[config.mk]
export PLATFORM = sky130hd
export DESIGN_NAME = rv_hazard_unit
export DESIGN_NICKNAME = d
export VERILOG_FILES = /design/src/rtl/hazard_pkg.sv /design/src/rtl/hazard_match.sv /design/src/rtl/rv_hazard_unit.sv
export SDC_FILE = /design/constraint.sdc
export NUM_CORES = 1
export LEC_CHECK = 0
export ABC_AREA = 1
export CORE_ASPECT_RATIO = 0.7
export CORE_MARGIN = 2
export CORE_UTILIZATION = 43
export DETAILED_ROUTE_END_ITERATION = 8
export PLACE_DENSITY_LB_ADDON = 0.1
export SYNTH_ARGS = -nofsm -noshare
export SYNTH_HDL_FRONTEND = slang
export SYNTH_HIERARCHICAL = 1
export SYNTH_SLANG_ARGS = --single-unit
[constraint.sdc]
create_clock -name clk -period 2 [get_ports clk]
set_clock_uncertainty 0.1 [all_clocks]
set_input_delay 0.4 -clock clk [delete_from_list [all_inputs] [get_ports clk]]
set_output_delay 0.4 -clock clk [all_outputs]
set_load 0.03 [all_outputs]
[src/rtl/hazard_pkg.sv]
// Shared types and constants for the RV32 hazard/forwarding unit.
package hazard_pkg;

   localparam int REG_AW = 5;
   localparam int FWD_RF = 0;

   // One in-flight instruction as seen by the scoreboard.
   typedef struct packed {
      logic              valid;
      logic              we;
      logic              is_load;
      logic [REG_AW-1:0] rd;
   } slot_t;

endpackage

[src/rtl/hazard_match.sv]
// Compares one source register against every scoreboard slot; one hit bit per slot.
module hazard_match
   import hazard_pkg::*;
#(
   parameter int DEPTH = 3
) (
   input  logic [REG_AW-1:0] src,
   input  logic              used,
   input  slot_t [DEPTH-1:0] slots,
   output logic [DEPTH-1:0]  hit
);

   always_comb begin
      hit = '0;
      for (int j = 0; j < DEPTH; j++) begin
         // x0 is hardwired to zero, so it never produces a dependency.
         hit[j] = slots[j].valid & slots[j].we & (slots[j].rd == src) & (src != '0) & used;
      end
   end

endmodule

[src/rtl/rv_hazard_unit.sv]
// Hazard/forwarding controller: shift scoreboard, load-use stall, EX forwarding, redirect flush.
// Optional HAZARD_PERF_CNT_EN adds stall_cycles/flush_cycles performance counters.
module rv_hazard_unit
   import hazard_pkg::*;
#(
   parameter int REG_AW     = hazard_pkg::REG_AW,
   parameter int DEPTH      = 3,
   parameter int LOAD_STAGE = 2,
   parameter int SEL_W      = $clog2(DEPTH)
) (
   input  logic              clk,
   input  logic              rst_n,
   input  logic              id_valid,
   input  logic [REG_AW-1:0] id_rs1,
   input  logic [REG_AW-1:0] id_rs2,
   input  logic              id_rs1_used,
   input  logic              id_rs2_used,
   input  logic [REG_AW-1:0] id_rd,
   input  logic              id_we,
   input  logic              id_is_load,
   input  logic              redirect,
   output logic              stall_f,
   output logic              stall_d,
   output logic              flush_d,
   output logic              flush_e,
   output logic [SEL_W-1:0]  fwd_a,
   output logic [SEL_W-1:0]  fwd_b
`ifdef HAZARD_PERF_CNT_EN
   ,
   output logic [31:0]       stall_cycles,
   output logic [31:0]       flush_cycles
`endif
);

   slot_t [DEPTH-1:0]       slot_q, slot_d;
   logic [REG_AW-1:0]       ex_rs1_q, ex_rs1_d, ex_rs2_q, ex_rs2_d;
   logic                    ex_rs1_used_q, ex_rs1_used_d, ex_rs2_used_q, ex_rs2_used_d;

   logic [3:0][REG_AW-1:0]  m_src;
   logic [3:0]              m_used;
   logic [3:0][DEPTH-1:0]   m_hit;
   logic [DEPTH-1:0]        ld_block, fwd_ok;
   logic                    load_use, stall, redir, enter;

   // Sources 0/1 are the decode operands, 2/3 the operands of the instruction now in EX.
   assign m_src  = {ex_rs2_q, ex_rs1_q, id_rs2, id_rs1};
   assign m_used = {ex_rs2_used_q, ex_rs1_used_q, id_rs2_used, id_rs1_used};

   for (genvar s = 0; s < 4; s++) begin : g_match
      hazard_match #(.DEPTH(DEPTH)) u_match (
         .src   (m_src[s]),
         .used  (m_used[s]),
         .slots (slot_q),
         .hit   (m_hit[s])
      );
   end

   always_comb begin
      ld_block = '0;
      fwd_ok   = '0;
      for (int j = 0; j < DEPTH; j++) begin
         ld_block[j] = slot_q[j].is_load && (j + 1 < LOAD_STAGE);
         fwd_ok[j]   = (j != 0) && !(slot_q[j].is_load && (j < LOAD_STAGE));
      end
   end

   assign load_use = |((m_hit[0] | m_hit[1]) & ld_block);
   assign stall    = id_valid & load_use;
   assign redir    = redirect & rst_n;
   assign enter    = id_valid & ~stall & ~redir;

   // Redirect wins over a pending stall: the stalled instruction is on the wrong path anyway.
   assign stall_f = stall & ~redir;
   assign stall_d = stall & ~redir;
   assign flush_d = redir;
   assign flush_e = redir | stall;

   always_comb begin
      fwd_a = SEL_W'(FWD_RF);
      fwd_b = SEL_W'(FWD_RF);
      for (int k = DEPTH - 1; k >= 1; k--) begin
         if (m_hit[2][k] && fwd_ok[k]) fwd_a = SEL_W'(k);
         if (m_hit[3][k] && fwd_ok[k]) fwd_b = SEL_W'(k);
      end
   end

   always_comb begin
      slot_d = '0;
      for (int i = 1; i < DEPTH; i++) slot_d[i] = slot_q[i-1];
      ex_rs1_d      = '0;
      ex_rs2_d      = '0;
      ex_rs1_used_d = 1'b0;
      ex_rs2_used_d = 1'b0;
      if (enter) begin
         slot_d[0].valid   = 1'b1;
         slot_d[0].we      = id_we;
         slot_d[0].is_load = id_is_load;
         slot_d[0].rd      = id_rd;
         ex_rs1_d          = id_rs1;
         ex_rs2_d          = id_rs2;
         ex_rs1_used_d     = id_rs1_used;
         ex_rs2_used_d     = id_rs2_used;
      end
   end

   always_ff @(posedge clk) begin
      if (!rst_n) begin
         slot_q        <= '0;
         ex_rs1_q      <= '0;
         ex_rs2_q      <= '0;
         ex_rs1_used_q <= 1'b0;
         ex_rs2_used_q <= 1'b0;
      end else begin
         slot_q        <= slot_d;
         ex_rs1_q      <= ex_rs1_d;
         ex_rs2_q      <= ex_rs2_d;
         ex_rs1_used_q <= ex_rs1_used_d;
         ex_rs2_used_q <= ex_rs2_used_d;
      end
   end

`ifdef HAZARD_PERF_CNT_EN
   logic [31:0] stall_cnt_q, stall_cnt_d, flush_cnt_q, flush_cnt_d;

   always_comb begin
      stall_cnt_d = stall_cnt_q + 32'(stall_f);
      flush_cnt_d = flush_cnt_q + 32'(redir);
   end

   always_ff @(posedge clk) begin
      if (!rst_n) begin
         stall_cnt_q <= '0;
         flush_cnt_q <= '0;
      end else begin
         stall_cnt_q <= stall_cnt_d;
         flush_cnt_q <= flush_cnt_d;
      end
   end

   assign stall_cycles = stall_cnt_q;
   assign flush_cycles = flush_cnt_q;
`endif

endmodule
# After elaboration in Yosys (flattened, before gate mapping)
# Cells that the tools add are included.
# W data, S select, Z words.
word_totals:
  reg_bits: 35
  inputBits: 23
op_classes:
  eq_ne: 10
  muxes: 5
  bitwise_logic: 43
  reduce_logical: 9
ops:
  columns: ["operator", "n"]
  rows:
  - ["$eq A5 B5 Y1", 10]
  - ["$and A1 B1 Y1", 38]
  - ["$reduce_bool A5 Y1", 4]
  - ["$mux W2", 4]
  - ["$mux W8", 1]
  - ["$and A3 B1 Y3", 1]
  - ["$or A3 B3 Y3", 1]
  - ["$reduce_or A3 Y1", 1]
  - ["$logic_and A1 B1 Y1", 2]
  - ["$not A1 Y1", 2]
  - ["$reduce_and A2 Y1", 1]
  - ["$logic_not A1 Y1", 1]
  - ["$or A1 B1 Y1", 1]

# Depth between registers and ports, before layout
# Gate-level depths: netlist of run 1.
depth:
  ltp_word: 12
  depth_mapped: 10
  depth_no_buf: 9

# Hierarchy
# Netlist of run 1, hierarchy kept.
by_module_without_submodules:
  columns: ["module", "n_inst", "cells_each", "area_each_um2", "seq_area_each_um2"]
  rows:
  - ["hazard_match", 4, 88, 346.6, 0.0]
  - ["rv_hazard_unit", 1, 130, 1178.6, 720.7]

# Least setup slack after synthesis of run 1
# OpenSTA, ideal clock, no wires.
synth_path:
  path_kind: "reg2out"
  start: "reg slot_q (netlist bit slot_d[11])"
  end: "out stall_f"
  arrival_time_ps: 1921
  slack_ps: -421
  stages_incl_launch_ff: 10
  n_path_buf: 1
  path_cell_list: "dfxtp_1 > inv_1 > nand2_1 > nand2_1 > nor2_2 > nand2_1 > nor2_1 > o21ai_2 > nor3_1 > buf_4"
synth_lines:
  columns: ["element", "line_no", "text"]
  rows:
  - ["start: declaration", "rv_hazard_unit.sv:35", "slot_t [DEPTH-1:0] slot_q, slot_d;"]
  - ["start signal: assignment", "rv_hazard_unit.sv:114", "slot_q <= slot_d;"]
  - ["end: declaration", "rv_hazard_unit.sv:22", "output logic stall_f,"]

==> impl_summary.txt, run 1 <==
----------------------------------------------------
[Outcome]
  Run status ... completed

[Timing]
  Endpoints failing hold ... 0
  Maximum clock frequency ... between 500 and 600 MHz
  Post-layout minimum cycle time ... around 2.0 ns
  Slew headroom ... 86.4%
  Post-layout worst setup margin ... between 0.015 and 0.02 ns
  Unrepaired setup endpoints after global routing ... yes
  Final setup vio count ... 0
  Final max-slew violation count ... 0
  Worst hold slack ... between 0.2 and 0.3 ns
  Final period util ... about 99%
  Worst Tran Pin Value ... ~0.20 ns

[Power]
  Switching power of the nets ... about 360 uW
  Power per cell area ... around 550 nW/um2
  Total power after layout ... ~1.4 mW
  Leakage power summed over all cells ... approximately 1.3 nW
  Switching power share of the total ... 25.9%
  Maximum ir drop on the vdd rail ... 366 uV
  Share of total power in combinational logic ... between 10% and 20%
  Reg power frac ... roughly 52%
  Internal power consumption ... slightly above 1 mW
  Clock share of power ... 35.3%

[Critical path]
  Cell chain of the critical path ... dlygate4sd2_1 > inv_2 > nand2_1 > nand2_2 > nor2_2 > nand2_1 > nor2_2 > o21ai_2 > nor3_2 > buf_4
  Cell with the largest stage delay on the worst path ... sky130_fd_sc_hd__dlygate4sd2_1
  Kind of launch point of the worst setup path ... primary input
  Critical path class ... in2out
  Critical path's largest stage delay ... around 0.26 ns
  Data arrival time at the worst-slack endpoint ... 1.48 ns
  Critical Path End Type ... primary output
  Required time reported for the critical path endpoint ... 1.50 ns
  Worst-path maximum fanout ... 3

[Placement]
  DP Wirelength ... approximately 2.9 mm
  Routability congestion estimate from global placement ... approximately 0.78
  Post-placement cell area ... 2360 um2
  Placed Cells incl. Taps ... 414
  Input/output buffers ... 30
  Worst slack at placement ... -0.301 ns

[Final layout]
  Final #Nets ... approximately 400
  Layout filler cell count ... 416
  Number of antenna diodes ... 0
  Post-route cell area ... 2530 um2
  Finished Layout Cells ... 423
  Area growth from synthesis to final layout ... 32.8%
  Ratio of cells with drive above 1 in the final layout ... between 30% and 40%
  Total area of sequential cells ... approximately 740 um2
  Area used by multi-input combinational logic ... 855 um2

[Synthesis]
  Post-synthesis average cell area ... 6.00 um2
  Number of warning messages in the yosys log ... 6
  Post-synthesis cell count ... ~320
  Synth Cell Area ... 1900 um2
  Net Count, Synth ... between 300 and 400

[Detailed routing]
  DR vias/cell ... ~4
  Total length of routed wires ... between 3 and 4 mm
  Number of search-and-repair iterations in the first detailed-routing pass ... 4
  Number of violations reported at the end of detailed-routing iteration 0 ... 51
  Routed length per instance ... about 8.7 um
  Total via count in the routed design ... roughly 1700
  Remaining antenna violation count ... 0
  Drc violations ... 0

[Clock network]
  Clk_lat worst skew ... 0.29 ns
  Number of sinks driven by the clock tree ... 35
  Buffers from clock root to sink, at most ... 2
  CTS root buffer ... sky130_fd_sc_hd__clkbuf_8
  H-tree depth ... 2
  Number of buffers inserted during clock tree synthesis ... 5
  TritonCTS clock tree ... done
  Clock input transition at the sequential cells of the worst setup and hold paths ... 0.07 ns

[Floorplan]
  Core Region ... approximately 4300 um2
  Overall die width ... roughly 83 um
  Number of I/O pins ... 31
  Vertical extent of the die ... a little under 60 um
  Row Count ... 20
  Area enclosed by the die boundary ... around 5000 um2
  Effective utilization at floorplan ... approximately 44%

[Flow run]
  Max_cap viols ... 0

[Min path]
  Min-Delay Path Class ... in2reg

[GRT]
  Vias in the first global route ... 1461
  First-pass GRT wire length ... ~6.4 mm
  Initial antenna violation count ... 0
  Maximum number of pins on one net before global-route repair ... 17
  Total congestion overflow after global routing ... 0
  Overall track demand over capacity in global routing ... ~17%

----------------------------------------------------
critical path: cells and delay by family:
kind	cells	cell delay [ns]
buf+inv	3	0.50
compound gates	1	0.08
simple gates	6	0.51
timing repair:
item / CTS / global route
hold endpoints to repair: 0 / 0
pin swaps: 16 / 11
buffers inserted: 1 / 0
hold buffers: 0 / 0
endpoints found under the setup margin: 7 / 7
gates resized for setup: 45 / 31
gates cloned: 0 / 0
cell type report:
cell class	instances	share of cell area, %
Multi-Input combinational cell	185	33.8
Sequential cell	35	29.2
Timing Repair Buffer	48	17.2
Inverter	92	13.7
Clock buffer	6	2.87
Tap cell	55	2.72
Clock inverter	2	0.495
layer usage:
layer	part of all wire, %	track usage [%]	up-vias
met4	1.3	5.53	0
met2	41	24.8	25
li1	-	-	975
met1	53	23.0	695
met5	0	0	-
met3	4.7	5.29	6
layout by cell type (no fill, tap or decap), types with 5 or more instances in the layout:
| cell type | instances |
|---|---|
| sky130_fd_sc_hd__nand2_1 | 112 |
| sky130_fd_sc_hd__nor2_1 | 18 |
| sky130_fd_sc_hd__nor2_2 | 32 |
| sky130_fd_sc_hd__dfxtp_4 | 5 |
| sky130_fd_sc_hd__inv_2 | 29 |
| sky130_fd_sc_hd__dlygate4sd2_1 | 6 |
| sky130_fd_sc_hd__dfxtp_2 | 14 |
| sky130_fd_sc_hd__clkbuf_8 | 5 |
| sky130_fd_sc_hd__inv_1 | 63 |
| sky130_fd_sc_hd__nand2_2 | 7 |
| sky130_fd_sc_hd__buf_4 | 21 |
| sky130_fd_sc_hd__clkdlybuf4s50_1 | 10 |
| sky130_fd_sc_hd__dfxtp_1 | 16 |
sequential cells by signal, summed over array words and instances (netlist names):
signal,cells
slot_d,15
slot_q,7
ex_rs1_q,5
ex_rs2_q,5
ex_rs1_used_q,1
ex_rs2_used_q,1
ld_block,1
metrics by stage:
step / TNS (ns) / utilization (%)
after floorplan: -0.0424 / -
after global placement: -2.41 / 54.9
final: 0 / 58.7
after detailed placement: -1.27 / 54.9
after CTS: -0.111 / 57.7
after global routing: -0.687 / 58.7
power groups by stage:
stage          Sequential [mW]  Combinational (mW)  Clock, mW
2_1_floorplan            0.740               0.103          0
3_3_place_gp             0.743               0.181          0
3_5_place_dp             0.743               0.183          0
4_1_cts                  0.728               0.177      0.511
5_1_grt                  0.727               0.201      0.543
6_report                 0.725               0.179      0.494
path summary, 6_finish.rpt:
check,start,end,slack (ns),cells after the start
setup reg to reg,slot_d[11]$_SDFF_PN0_,ex_rs2_q[4]$_SDFF_PN0_,0.47,11
setup / recovery,id_rs2[3],stall_f,0.02,10
hold / removal,id_rs1[3],ex_rs1_q[3]$_SDFF_PN0_,0.26,3
hold reg to reg,ld_block[0]$_SDFF_PN0_,slot_d[21]$_SDFF_PN0_,0.37,2
Note: power is estimated with default switching activity, not from simulation.
==> run 2: changes to the inputs <==
--- a/config.mk
+++ b/config.mk
@@ -10,7 +10,9 @@
 export CORE_MARGIN = 2
 export CORE_UTILIZATION = 43
 export DETAILED_ROUTE_END_ITERATION = 8
+export MAX_ROUTING_LAYER = met4
 export PLACE_DENSITY_LB_ADDON = 0.1
+export SKIP_LAST_GASP = 1
 export SYNTH_ARGS = -nofsm -noshare
 export SYNTH_HDL_FRONTEND = slang
 export SYNTH_HIERARCHICAL = 1
==> run 2 against run 1 <==
Register-to-register slack hardly changed. Clock-buffer cell count stayed put. Sequential share of layout area is 0.087 points higher. Clock power about the same. Fmax is essentially flat. Combinational power hardly changed. Non-clock buffer count unchanged. Utilization shrank 0.17 points. Largest power group unchanged. Sequential power is essentially flat. Sequential cell count stayed put.
==> impl_summary.txt, run 2 (synthesis results as in run 1) <==
----------------------------------------------------
[Outcome]
  Run status ... completed

[Timing]
  Post-layout worst setup margin ... 0.0172 ns
  Slew headroom ... between 80 and 90%
  Post-layout minimum cycle time ... 1.98 ns
  Unrepaired setup endpoints after global routing ... yes
  Final period util ... between 90 and 100%
  Final max-slew violation count ... 0
  Worst hold slack ... 0.264 ns
  Final setup vio count ... 0
  Maximum clock frequency ... a little over 500 MHz
  Worst Tran Pin Value ... approximately 0.21 ns
  Endpoints failing hold ... 0
  Setup TNS ... 0 ns

[Final layout]
  Area growth from synthesis to final layout ... 32.4%
  Number of antenna diodes ... 0
  Most used cells in the layout excluding fill and tap cells ... sky130_fd_sc_hd__nand2_1 (112), sky130_fd_sc_hd__inv_1 (65), sky130_fd_sc_hd__nor2_2 (32)
  Ratio of cells with drive above 1 in the final layout ... around a third
  Final #Nets ... between 300 and 400
  Leading cell type in the layout, fill and taps excluded ... sky130_fd_sc_hd__nand2_1
  Number of flip-flops under the largest register name ... 15
  Post-route cell area ... roughly 2500 um2
  Final design utilization ... between 50% and 60%

[Critical path]
  Critical Path End Type ... primary output
  Required time reported for the critical path endpoint ... about 1.5 ns
  Data arrival time at the worst-slack endpoint ... about 1.5 ns
  Worst-path maximum fanout ... 3
  Kind of launch point of the worst setup path ... primary input
  Critical path class ... in2out
  Depth of the most critical reg-to-reg path ... 11

[Floorplan]
  Row Count ... 20
  Overall die width ... 83.5 um
  Core Region ... around 4300 um2
  Area enclosed by the die boundary ... around 5000 um2
  Number of I/O pins ... 31
  Effective utilization at floorplan ... between 40% and 50%
  Vertical extent of the die ... slightly below 60 um

[Detailed routing]
  Remaining antenna violation count ... 0
  Routed length per instance ... just under 9 um
  Total via count in the routed design ... around 1700
  Number of violations reported at the end of detailed-routing iteration 0 ... 49
  Routed length on met1 ... around 2.0 mm
  Highest metal layer used by the detailed router ... met4
  Number of search-and-repair iterations in the first detailed-routing pass ... 4
  Drc violations ... 0
  Amount of wire on met3 after detailed routing ... roughly 170 um
  Total length of routed wires ... ~3.7 mm
  DR vias/cell ... between 4 and 5
  Met2 wire len ... 1.52 mm

[Clock network]
  Number of sinks driven by the clock tree ... 35
  Number of buffers added to fix hold violations after cts ... 0
  Number of buffers inserted during clock tree synthesis ... 5
  Buffers from clock root to sink, at most ... 2
  TritonCTS clock tree ... done
  CTS root buffer ... sky130_fd_sc_hd__clkbuf_8
  H-tree depth ... 2
  Clk_lat worst skew ... roughly 0.29 ns
  Clock input transition at the sequential cells of the worst setup and hold paths ... about 0.07 ns

[GRT]
  First-pass GRT wire length ... roughly 6.5 mm
  Vias in the first global route ... between 1000 and 1500
  Overall track demand over capacity in global routing ... 17.1%
  Initial antenna violation count ... 0
  Total congestion overflow after global routing ... 0
  Maximum number of pins on one net before global-route repair ... 17

[Power]
  Leakage power summed over all cells ... roughly 1.3 nW
  Power per cell area ... around 550 nW/um2
  Maximum ir drop on the vdd rail ... between 300 and 400 uV

[Placement]
  Routability congestion estimate from global placement ... 0.793
  Input/output buffers ... 30
  DP Wirelength ... 2.93 mm
  Worst slack at placement ... -0.301 ns
  Post-placement cell area ... 2360 um2

[Flow run]
  Max_cap viols ... 0

[Min path]
  Hold path depth ... 3
  Min-Delay Path Class ... in2reg

----------------------------------------------------
## run 2: report_power, final
part,switching [mW],internal [mW],leakage [nW]
registers,0.0156,0.709,0.295
clock network,0.251,0.243,0.0412
logic,0.0952,0.0838,0.988
total,0.362,1.04,1.32
## run 2: stage by stage
step,power (mW),instances
after floorplan,0.842,317
after global placement,0.924,414
after detailed placement,0.926,414
after CTS,1.42,423
after global routing,1.47,423
final,1.40,423
## run 2: final timing paths
check / startpoint / end / slack, ns
setup / recovery: id_rs2[3] / stall_f / 0.02
hold / removal: id_rs1[3] / ex_rs1_q[3]$_SDFF_PN0_ / 0.26
setup reg to reg: slot_d[11]$_SDFF_PN0_ / ex_rs2_q[4]$_SDFF_PN0_ / 0.47
hold reg to reg: ld_block[0]$_SDFF_PN0_ / slot_d[21]$_SDFF_PN0_ / 0.37
## run 2: critical path, cell delays in order
cell and delay [ns]:
sky130_fd_sc_hd__dlygate4sd2_1 0.26, sky130_fd_sc_hd__inv_2 0.05, sky130_fd_sc_hd__nand2_1 0.07, sky130_fd_sc_hd__nand2_2 0.05, sky130_fd_sc_hd__nor2_2 0.10, sky130_fd_sc_hd__nand2_1 0.07
sky130_fd_sc_hd__nor2_2 0.09, sky130_fd_sc_hd__o21ai_2 0.08, sky130_fd_sc_hd__nor3_2 0.13, sky130_fd_sc_hd__buf_4 0.19
## run 2: repair_timing
| action | in CTS | in global routing |
|---|---|---|
| hold endpoints to repair | 0 | 0 |
| setup endpoints to repair | 7 | 7 |
| pin swaps | 16 | 11 |
| resized for setup | 44 | 28 |
| buffers inserted | 1 | 0 |
## run 2: routing by layer
metal  track usage [%]  up-vias
li1                  -      976
met1              23.0      692
met2              24.8       25
met3              5.15        6
met4              5.53        0
met5                 -        -
## run 2: area by class of cell
type                       count  area, um2
sequential                    35        737
multi-input combinational    185        855
clock buffer                   6       72.6
inverter                      92        345
tap                           55       68.8
timing repair buffer          48        428
fill                         418       1790
clock inverter                 2       12.5
